### src/rtl/dct_sequencer.sv
// dct_sequencer: steps one 8x8 forward-DCT block through a shared MAC datapath and hands out coefficients.
// Build option: define DCT_SEQ_ZIGZAG_EN for JPEG zigzag emission order (raster order otherwise).
module dct_sequencer #(
  parameter int MAC_LAT = 2
) (
  input  logic       clk,
  input  logic       rst,
  input  logic       abort,
  input  logic       start_valid,
  output logic       start_ready,
  output logic [5:0] pix_addr,
  output logic [5:0] cos_a_idx,
  output logic [5:0] cos_b_idx,
  output logic       acc_en,
  output logic       acc_clr,
  output logic       coef_valid,
  input  logic       coef_ready,
  output logic [2:0] coef_u,
  output logic [2:0] coef_v,
  output logic [5:0] coef_idx,
  output logic       block_done
);

  typedef enum logic [2:0] {IDLE, ACCUM, DRAIN, EMIT, DONE} state_t;

  localparam logic [2:0] DRAIN_LAST = (MAC_LAT > 0) ? 3'(MAC_LAT - 1) : 3'd0;

  state_t     state_q;
  logic [2:0] row_q;
  logic [2:0] col_q;
  logic [2:0] drainCnt_q;
  logic [5:0] coefIdx_q;
  logic [2:0] u_q;
  logic [2:0] v_q;
  logic       startReady_q;
  logic       accEn_q;
  logic       accClr_q;
  logic       coefValid_q;
  logic       blockDone_q;

  logic [5:0] nextIdx_d;
  logic [5:0] nextUv_d;
  logic [5:0] firstUv_d;
  logic       lastPix_d;
  logic       lastCoef_d;

  // Maps an emission sequence number to the {u,v} frequency pair it presents.
  function automatic logic [5:0] mapCoef(input logic [5:0] idx);
`ifdef DCT_SEQ_ZIGZAG_EN
    logic [5:0] pos;
    case (idx)
      6'd0:  pos = 6'd0;
      6'd1:  pos = 6'd1;
      6'd2:  pos = 6'd8;
      6'd3:  pos = 6'd16;
      6'd4:  pos = 6'd9;
      6'd5:  pos = 6'd2;
      6'd6:  pos = 6'd3;
      6'd7:  pos = 6'd10;
      6'd8:  pos = 6'd17;
      6'd9:  pos = 6'd24;
      6'd10: pos = 6'd32;
      6'd11: pos = 6'd25;
      6'd12: pos = 6'd18;
      6'd13: pos = 6'd11;
      6'd14: pos = 6'd4;
      6'd15: pos = 6'd5;
      6'd16: pos = 6'd12;
      6'd17: pos = 6'd19;
      6'd18: pos = 6'd26;
      6'd19: pos = 6'd33;
      6'd20: pos = 6'd40;
      6'd21: pos = 6'd48;
      6'd22: pos = 6'd41;
      6'd23: pos = 6'd34;
      6'd24: pos = 6'd27;
      6'd25: pos = 6'd20;
      6'd26: pos = 6'd13;
      6'd27: pos = 6'd6;
      6'd28: pos = 6'd7;
      6'd29: pos = 6'd14;
      6'd30: pos = 6'd21;
      6'd31: pos = 6'd28;
      6'd32: pos = 6'd35;
      6'd33: pos = 6'd42;
      6'd34: pos = 6'd49;
      6'd35: pos = 6'd56;
      6'd36: pos = 6'd57;
      6'd37: pos = 6'd50;
      6'd38: pos = 6'd43;
      6'd39: pos = 6'd36;
      6'd40: pos = 6'd29;
      6'd41: pos = 6'd22;
      6'd42: pos = 6'd15;
      6'd43: pos = 6'd23;
      6'd44: pos = 6'd30;
      6'd45: pos = 6'd37;
      6'd46: pos = 6'd44;
      6'd47: pos = 6'd51;
      6'd48: pos = 6'd58;
      6'd49: pos = 6'd59;
      6'd50: pos = 6'd52;
      6'd51: pos = 6'd45;
      6'd52: pos = 6'd38;
      6'd53: pos = 6'd31;
      6'd54: pos = 6'd39;
      6'd55: pos = 6'd46;
      6'd56: pos = 6'd53;
      6'd57: pos = 6'd60;
      6'd58: pos = 6'd61;
      6'd59: pos = 6'd54;
      6'd60: pos = 6'd47;
      6'd61: pos = 6'd55;
      6'd62: pos = 6'd62;
      default: pos = 6'd63;
    endcase
    return pos;
`else
    return idx;
`endif
  endfunction

  always_comb begin
    nextIdx_d  = coefIdx_q + 6'd1;
    nextUv_d   = mapCoef(nextIdx_d);
    firstUv_d  = mapCoef(6'd0);
    lastPix_d  = (row_q == 3'd7) && (col_q == 3'd7);
    lastCoef_d = (coefIdx_q == 6'd63);
  end

  // All outputs come straight from these flops; abort wins over every handshake.
  always_ff @(posedge clk or posedge rst) begin
    if (rst) begin
      state_q      <= IDLE;
      row_q        <= 3'd0;
      col_q        <= 3'd0;
      drainCnt_q   <= 3'd0;
      coefIdx_q    <= 6'd0;
      u_q          <= 3'd0;
      v_q          <= 3'd0;
      startReady_q <= 1'b1;
      accEn_q      <= 1'b0;
      accClr_q     <= 1'b0;
      coefValid_q  <= 1'b0;
      blockDone_q  <= 1'b0;
    end else if (abort) begin
      state_q      <= IDLE;
      row_q        <= 3'd0;
      col_q        <= 3'd0;
      drainCnt_q   <= 3'd0;
      coefIdx_q    <= 6'd0;
      u_q          <= 3'd0;
      v_q          <= 3'd0;
      startReady_q <= 1'b1;
      accEn_q      <= 1'b0;
      accClr_q     <= 1'b0;
      coefValid_q  <= 1'b0;
      blockDone_q  <= 1'b0;
    end else begin
      case (state_q)
        IDLE: begin
          if (start_valid) begin
            state_q      <= ACCUM;
            startReady_q <= 1'b0;
            accEn_q      <= 1'b1;
            accClr_q     <= 1'b1;
            row_q        <= 3'd0;
            col_q        <= 3'd0;
            coefIdx_q    <= 6'd0;
            {u_q, v_q}   <= firstUv_d;
          end
        end
        ACCUM: begin
          accClr_q <= 1'b0;
          col_q    <= col_q + 3'd1;
          if (col_q == 3'd7) begin
            row_q <= row_q + 3'd1;
          end
          if (lastPix_d) begin
            accEn_q <= 1'b0;
            if (MAC_LAT == 0) begin
              state_q     <= EMIT;
              coefValid_q <= 1'b1;
            end else begin
              state_q    <= DRAIN;
              drainCnt_q <= DRAIN_LAST;
            end
          end
        end
        DRAIN: begin
          // Wait for the last product to retire through the MAC pipeline.
          if (drainCnt_q == 3'd0) begin
            state_q     <= EMIT;
            coefValid_q <= 1'b1;
          end else begin
            drainCnt_q <= drainCnt_q - 3'd1;
          end
        end
        EMIT: begin
          if (coef_ready) begin
            coefValid_q <= 1'b0;
            if (lastCoef_d) begin
              state_q     <= DONE;
              blockDone_q <= 1'b1;
            end else begin
              state_q    <= ACCUM;
              accEn_q    <= 1'b1;
              accClr_q   <= 1'b1;
              row_q      <= 3'd0;
              col_q      <= 3'd0;
              coefIdx_q  <= nextIdx_d;
              {u_q, v_q} <= nextUv_d;
            end
          end
        end
        DONE: begin
          state_q      <= IDLE;
          blockDone_q  <= 1'b0;
          startReady_q <= 1'b1;
          coefIdx_q    <= 6'd0;
          u_q          <= 3'd0;
          v_q          <= 3'd0;
        end
        default: begin
          state_q      <= IDLE;
          startReady_q <= 1'b1;
          accEn_q      <= 1'b0;
          accClr_q     <= 1'b0;
          coefValid_q  <= 1'b0;
          blockDone_q  <= 1'b0;
        end
      endcase
    end
  end

  assign start_ready = startReady_q;
  assign pix_addr    = {row_q, col_q};
  assign cos_a_idx   = {u_q, row_q};
  assign cos_b_idx   = {v_q, col_q};
  assign acc_en      = accEn_q;
  assign acc_clr     = accClr_q;
  assign coef_valid  = coefValid_q;
  assign coef_u      = u_q;
  assign coef_v      = v_q;
  assign coef_idx    = coefIdx_q;
  assign block_done  = blockDone_q;

endmodule
### config.mk
export PLATFORM = sky130hd
export DESIGN_NAME = dct_sequencer
export DESIGN_NICKNAME = d
export VERILOG_FILES = /design/src/rtl/dct_sequencer.sv
export SDC_FILE = /design/constraint.sdc
export NUM_CORES = 1
export LEC_CHECK = 0
export ABC_AREA = 1
export BUFFER_PORTS_ARGS = -buffer_cell sky130_fd_sc_hd__buf_2
export CAP_MARGIN = 5
export CORE_ASPECT_RATIO = 1.25
export CORE_MARGIN = 8
export CORE_UTILIZATION = 55
export CTS_CLUSTER_SIZE = 30
export DETAILED_ROUTE_END_ITERATION = 10
export PLACE_DENSITY_LB_ADDON = 0.25
export SYNTH_ARGS = -nofsm -noshare
export SYNTH_HDL_FRONTEND = slang
export SYNTH_SLANG_ARGS = --single-unit
### constraint.sdc
create_clock -name clk -period 4.1 [get_ports clk]
set_input_delay 0.82 -clock clk [delete_from_list [all_inputs] [get_ports clk]]
set_output_delay 0.82 -clock clk [all_outputs]
set_load 0.02 [all_outputs]
---- After elaboration in Yosys (flattened, before gate mapping) ----
Index checks and enable logic that the tools add are counted.
word-level totals
  word-level logic and storage cells ...... 106
  input bits .............................. 5
  output and inout port bits .............. 35
  bits in latches ......................... 0
  bits in read-only memories .............. 0
  memories ................................ 0
  flip-flop bits (word level) ............. 29
  memory bits (writable) .................. 0
operators by class
  $mul .................................... 0
  divide/modulo/power cells ............... 0
  equality and inequality tests ........... 19
  reductions and logical operators ........ 20
  mux-type cells .......................... 51
  shift-type cells ........................ 0
  bitwise gates (word level) .............. 0
  add/subtract/negate cells ............... 4
  magnitude comparators ................... 0
operators with widths
  kind                                                   count
  2-to-1 mux 3 bit                                       21
  one-hot mux 3 bit (3 select lines)                     4
  2-to-1 mux 6 bit                                       4
  inequality test 3 bit, second input constant           8
  one-hot mux 6 bit (3 select lines)                     1
  AND reduction 4 bit                                    4
  2-to-1 mux 1 bit                                       14
  one-hot mux 3 bit (4 select lines)                     1
  AND reduction 5 bit                                    2
  equality test 3 bit, second input constant             3
  AND reduction 3 bit                                    3
  OR reduction 3 bit                                     3
  inequality test 2 x 1 -> 1 bit, second input constant  4
  nonzero test 4 bit                                     2
  adder 3 x 1 -> 3 bit, second input constant            2
  adder 6 x 1 -> 6 bit, second input constant            1
  equality test 3 x 2 -> 1 bit, second input constant    2
  equality test 6 bit, second input constant             1
  zero test 3 bit                                        2
  one-hot mux 1 bit (3 select lines)                     2
  one-hot mux 3 bit (2 select lines)                     1
  one-hot mux 1 bit (2 select lines)                     2
  one-hot mux 1 bit (4 select lines)                     1
  equality test 3 x 1 -> 1 bit, second input constant    1
  other kinds (5)                                        5

---- Logic depth before layout (Yosys ltp) ----
  word-level depth ........................ 5
  gate-level depth with buffers ........... 9
  mapped depth without buffers ............ 8

---- Least setup slack after synthesis ----
No wires, ideal clock.
  path kind ............................... input to register
  start point ............................. input abort
  end point ............................... register coefIdx_q[2], in the netlist coef_idx[2]
  data arrival time ....................... 1666 ps
  data required time ...................... 4017 ps
  slack ................................... 2352 ps
  buffers on the path ..................... 2
  library setup time ...................... 83 ps
  cell stages on the path ................. 9
  path through ............................ buf_4 nor2_1 inv_1 nor2_1 nor2_4 nand3_2 buf_6 nand2_1 o21ai_0
on the way
  word-level cells in the longest chain between the ends .. 2
  elaborated cells on any way between the ends .. 6
  those cells by class .................... 3 x eq/ne; 1 x mux; 2 x reduce/logical
RTL lines
  what                                                                   RTL line  source
  from (decl)                                                            8         input logic abort,
  inequality test 3 bit (no line) or nonzero test 4 bit (tied branches)  n/a
  AND reduction 4 bit (no line)                                          n/a
  to (signal assigned)                                                   211       coefIdx_q <= nextIdx_d;
  to (decl)                                                              32        logic [5:0] coefIdx_q;
Several ways; a longest one is shown, not always the timed one.
A chain may end at the register's enable or synchronous reset.

---- Worst setup path after layout ----
  start point ............................. register coefIdx_q[3], in the netlist coef_idx[3]
  end point ............................... output coef_idx[3]
RTL lines
  what       RTL line  source
  to (decl)  20        output logic [5:0] coef_idx,
No word-level cell between the ends.

==> summary.md <==
| Metric | Value |
|---|---|
| Result of the run | complete, no violations |
| Async set-reset flop share out of synthesis | 100.0% |
| Hold Path Class | reg -> reg |
| Starting Density | 57.47% |
| Cell family with most CP delay | flip-flops |
| Worst R2R Setup Slack | 2390 ps |
| Fin nets | 236 |
| Reg2reg end | coef_idx[3] |
| Setup WS pre-CTS | 2054 ps |
| Clock sink total | 23 |
| Top layer reached by signal wires | met4 |
| Unique cell type count in the Yosys netlist | 26 |
| Count leader, synth | nand2_1 |
| Worst R2R Start | coef_idx[0] |
| Cell Area, Placed | 0.001599 mm2 |
| Worst Hold Launch | coef_valid |
| Rel. slew slack | 43.51% |
| Wire length per cell | 12.00 um |
| Drt initial violations | 48 |
| Bufs and invs on worst path | 1 |
| Die Y | 74.88 um |
| CP endpoint kind | output pin |
| XOR/XNOR Fraction of Synth Area | approximately 1.1% |
| CP startpoint kind | flip-flop |
| Gr usage total | 14.25% |
| Post-Layout Inst Area | 0.001625 mm2 |
| Final Max Tran Viols | 0 |
| ANT nets after route | 0 |
| Final setup margin | 2246 ps |
| Multiplexer area fraction after synthesis | 0% |
| Top cell type by total area after synthesis | dfrtp_1 |
| Die ar. | 0.004725 mm2 |
| PostCTS Resize Cnt | 0 |
| Reg2reg path depth | 8 |
| Post-synthesis adder-cell area fraction | 5.742% |
| Met1 WL | 1278 um |
| Area of the multi-input gates | 705.7 um2 |
| CP max FO | 8 |
| Lkg Pwr | 0.9560 nW |
| VDD IR max | just under 300 uV |
| Row count | 21 |
| Clock transition at path regs | 120 ps |
| I/O Pins | 40 |
| CP Cell Sequence | buf_2 |
| Final Hold Fails | 0 |
| Core area | around 0.0027 mm2 |
| RSZ-0062 raised after global routing | false |
| CP peak stage delay | ~500 ps |
| Worst path slowest cell | dfrtp_1 |
| Syn Nets | around 210 |
| Endpoints failing setup | 0 |
| Synth Area in Simple Gates | 33.39% |
| Ranking of synthesized cells by area | dfrtp_1 36%, nand2_1 15%, buf_4 9.4% |
| Met3 Wirelength | ~170 um |
| WHS Path Cells | 2 |
| Netlist Area Pre-Place | 0.001525 mm2 |
| Die X | between 60 and 70 um |
| Pwr per Cell Area | 435.5 mW/mm2 |
| Max frequency | 539.3 MHz |
| Mean area per synthesized cell | 7.551 um2 |
| Hold Path Sink | coef_valid |
| Layout Skew | roughly 8.5 ps |
| Grt ovf | 0 |
| DR vias | about 1300 |
| TNS Setup | 0 ps |
| First-pass GRT wire length | 5526 um |
| Post-route DRC violation count | 0 |
| Vias in the first global route | 1359 |
| CTS max path bufs | 2 |
| Kind of critical path | reg -> out |
| Fraction of layout cells with a size suffix above 1 | 23.77% |
| Met2 wire length | 1543 um |
| Clock Tree Root | clkbuf_4 |
| Tmin final | ~1900 ps |
| Post-Syn Instances | 202 |
| # port buffers | 39 |
| Routability cong. | 0.8154 |
| Maxcap violations | 0 |
| CTS Buf Count | 3 |
| Clock Latency Late Sink | 310 ps |
| Drt first pass iters | 4 |
| Post-synthesis compound-gate area fraction | 5.989% |
| Register area | between 500 and 600 um2 |
| HPWL after DPL | 2482 um |
| Ant. Diodes | 0 |
| Largest family of logic cells by synthesized area | simple AND/OR/NAND/NOR gates |
| Commonest register cell after synthesis | dfrtp_1 |
| Vias/cell | slightly above 5 |
| Slew at the pin closest to its max-slew limit | 846.4 ps |
| H-tree levels | 1 |
| Final wirelength | 3085 um |
| Seq/Total Area, Yosys | 37.82% |
| # fillers | 275 |
| Post-synth top cells | 61 x nand2_1, 22 x dfrtp_1, 20 x inv_1, 20 x nor2_1, 19 x buf_4 |
| Synth top area share | 36.10% |
| Finished Core Util | 61.24% |
| Yosys warnings | 0 |
| Req. time, crit path | 3280 ps |
| Worst EP arrival | between 1000 and 1500 ps |
| Flop and latch count out of synthesis | 23 |
| Final critical-path share of the clock period | 45.23% |
| Postcts setup bufs | 0 |
| Design Power | approximately 0.71 mW |
| Initial antenna violation count | 0 |
| # hold bufs at CTS | 0 |
| Number of synthesized flops with an enable pin | 0 |
| Largest net degree at the start of global routing | 24 |
| Area Growth Syn to Fin | 6.563% |
| CTS tree | built |
-- worst max-delay path by stage --
stage,cells past startpoint,to,startpoint
4_1_cts,1,coef_idx[3],coef_idx[3]
3_3_place_gp,9,coef_idx[3],abort
5_1_grt,8,coef_idx[3],coef_idx[0]
2_1_floorplan,9,coef_idx[2],abort
6_report,1,coef_idx[3],coef_idx[3]
3_5_place_dp,9,coef_idx[3],abort
-- stage by stage --
stage	hold slack, ps	instances
floorplan	453.0	202
global placement	451.1	253
CTS	487.9	257
finish	481.5	257
detailed placement	457.2	253
global route	517.1	257
-- layer usage --
metal  GRT usage, %  up-vias
li1               -      664
met5              0        -
met3          3.720        9
met1          15.20      593
met4          7.868        0
met2          25.43       32
-- state kept, by name (all words and copies together), names as in the netlist --
signal / count
coef_idx: 6
col_q: 3
drainCnt_q: 3
row_q: 3
state_q: 3
acc_clr: 1
acc_en: 1
block_done: 1
coef_valid: 1
start_ready: 1
-- final cells by class --
class | count | area share [%]
well taps | 34 | 2.617
repair buffers | 39 | 12.01
multi-input cells | 136 | 43.42
flip-flops and latches | 23 | 35.49
inverters | 21 | 4.850
clock buffers | 4 | 1.617
-- report_power, final --
part           leakage (nW)  switching (mW)  internal [mW]
registers             0.309          0.0394          0.268
logic                 0.632           0.200         0.0959
clock network        0.0150          0.0661         0.0380
-- logic make-up (layout without fill, tap and decap cells) --
kind of cell | after synthesis | count (layout)
buffers and inverters | 43 | 64
DFF | 23 | 23
AOI/OAI and AO/OA | 17 | 17
xor gates and xnor gates | 2 | 2
adders and majority gates | 7 | 7
and+or+nand+nor | 110 | 110
-- cell usage in the layout (no fill, tap or decap), drive strengths merged --
| master | instances |
|---|---|
| ha | 7 |
| o21ai | 13 |
| o21bai | 1 |
| o22ai | 1 |
| nand2 | 62 |
| dfrtp | 22 |
| nor2 | 24 |
| buf | 39 |
| nor3 | 1 |
| nand3b | 2 |
| nand3 | 16 |
| a21oi | 1 |
| o211ai | 1 |
| xnor2 | 1 |
| dfstp | 1 |
| xor2 | 1 |
| nand4 | 5 |
| clkbuf | 4 |
| inv | 21 |
No activity file was read; power rests on OpenSTA's default activity.
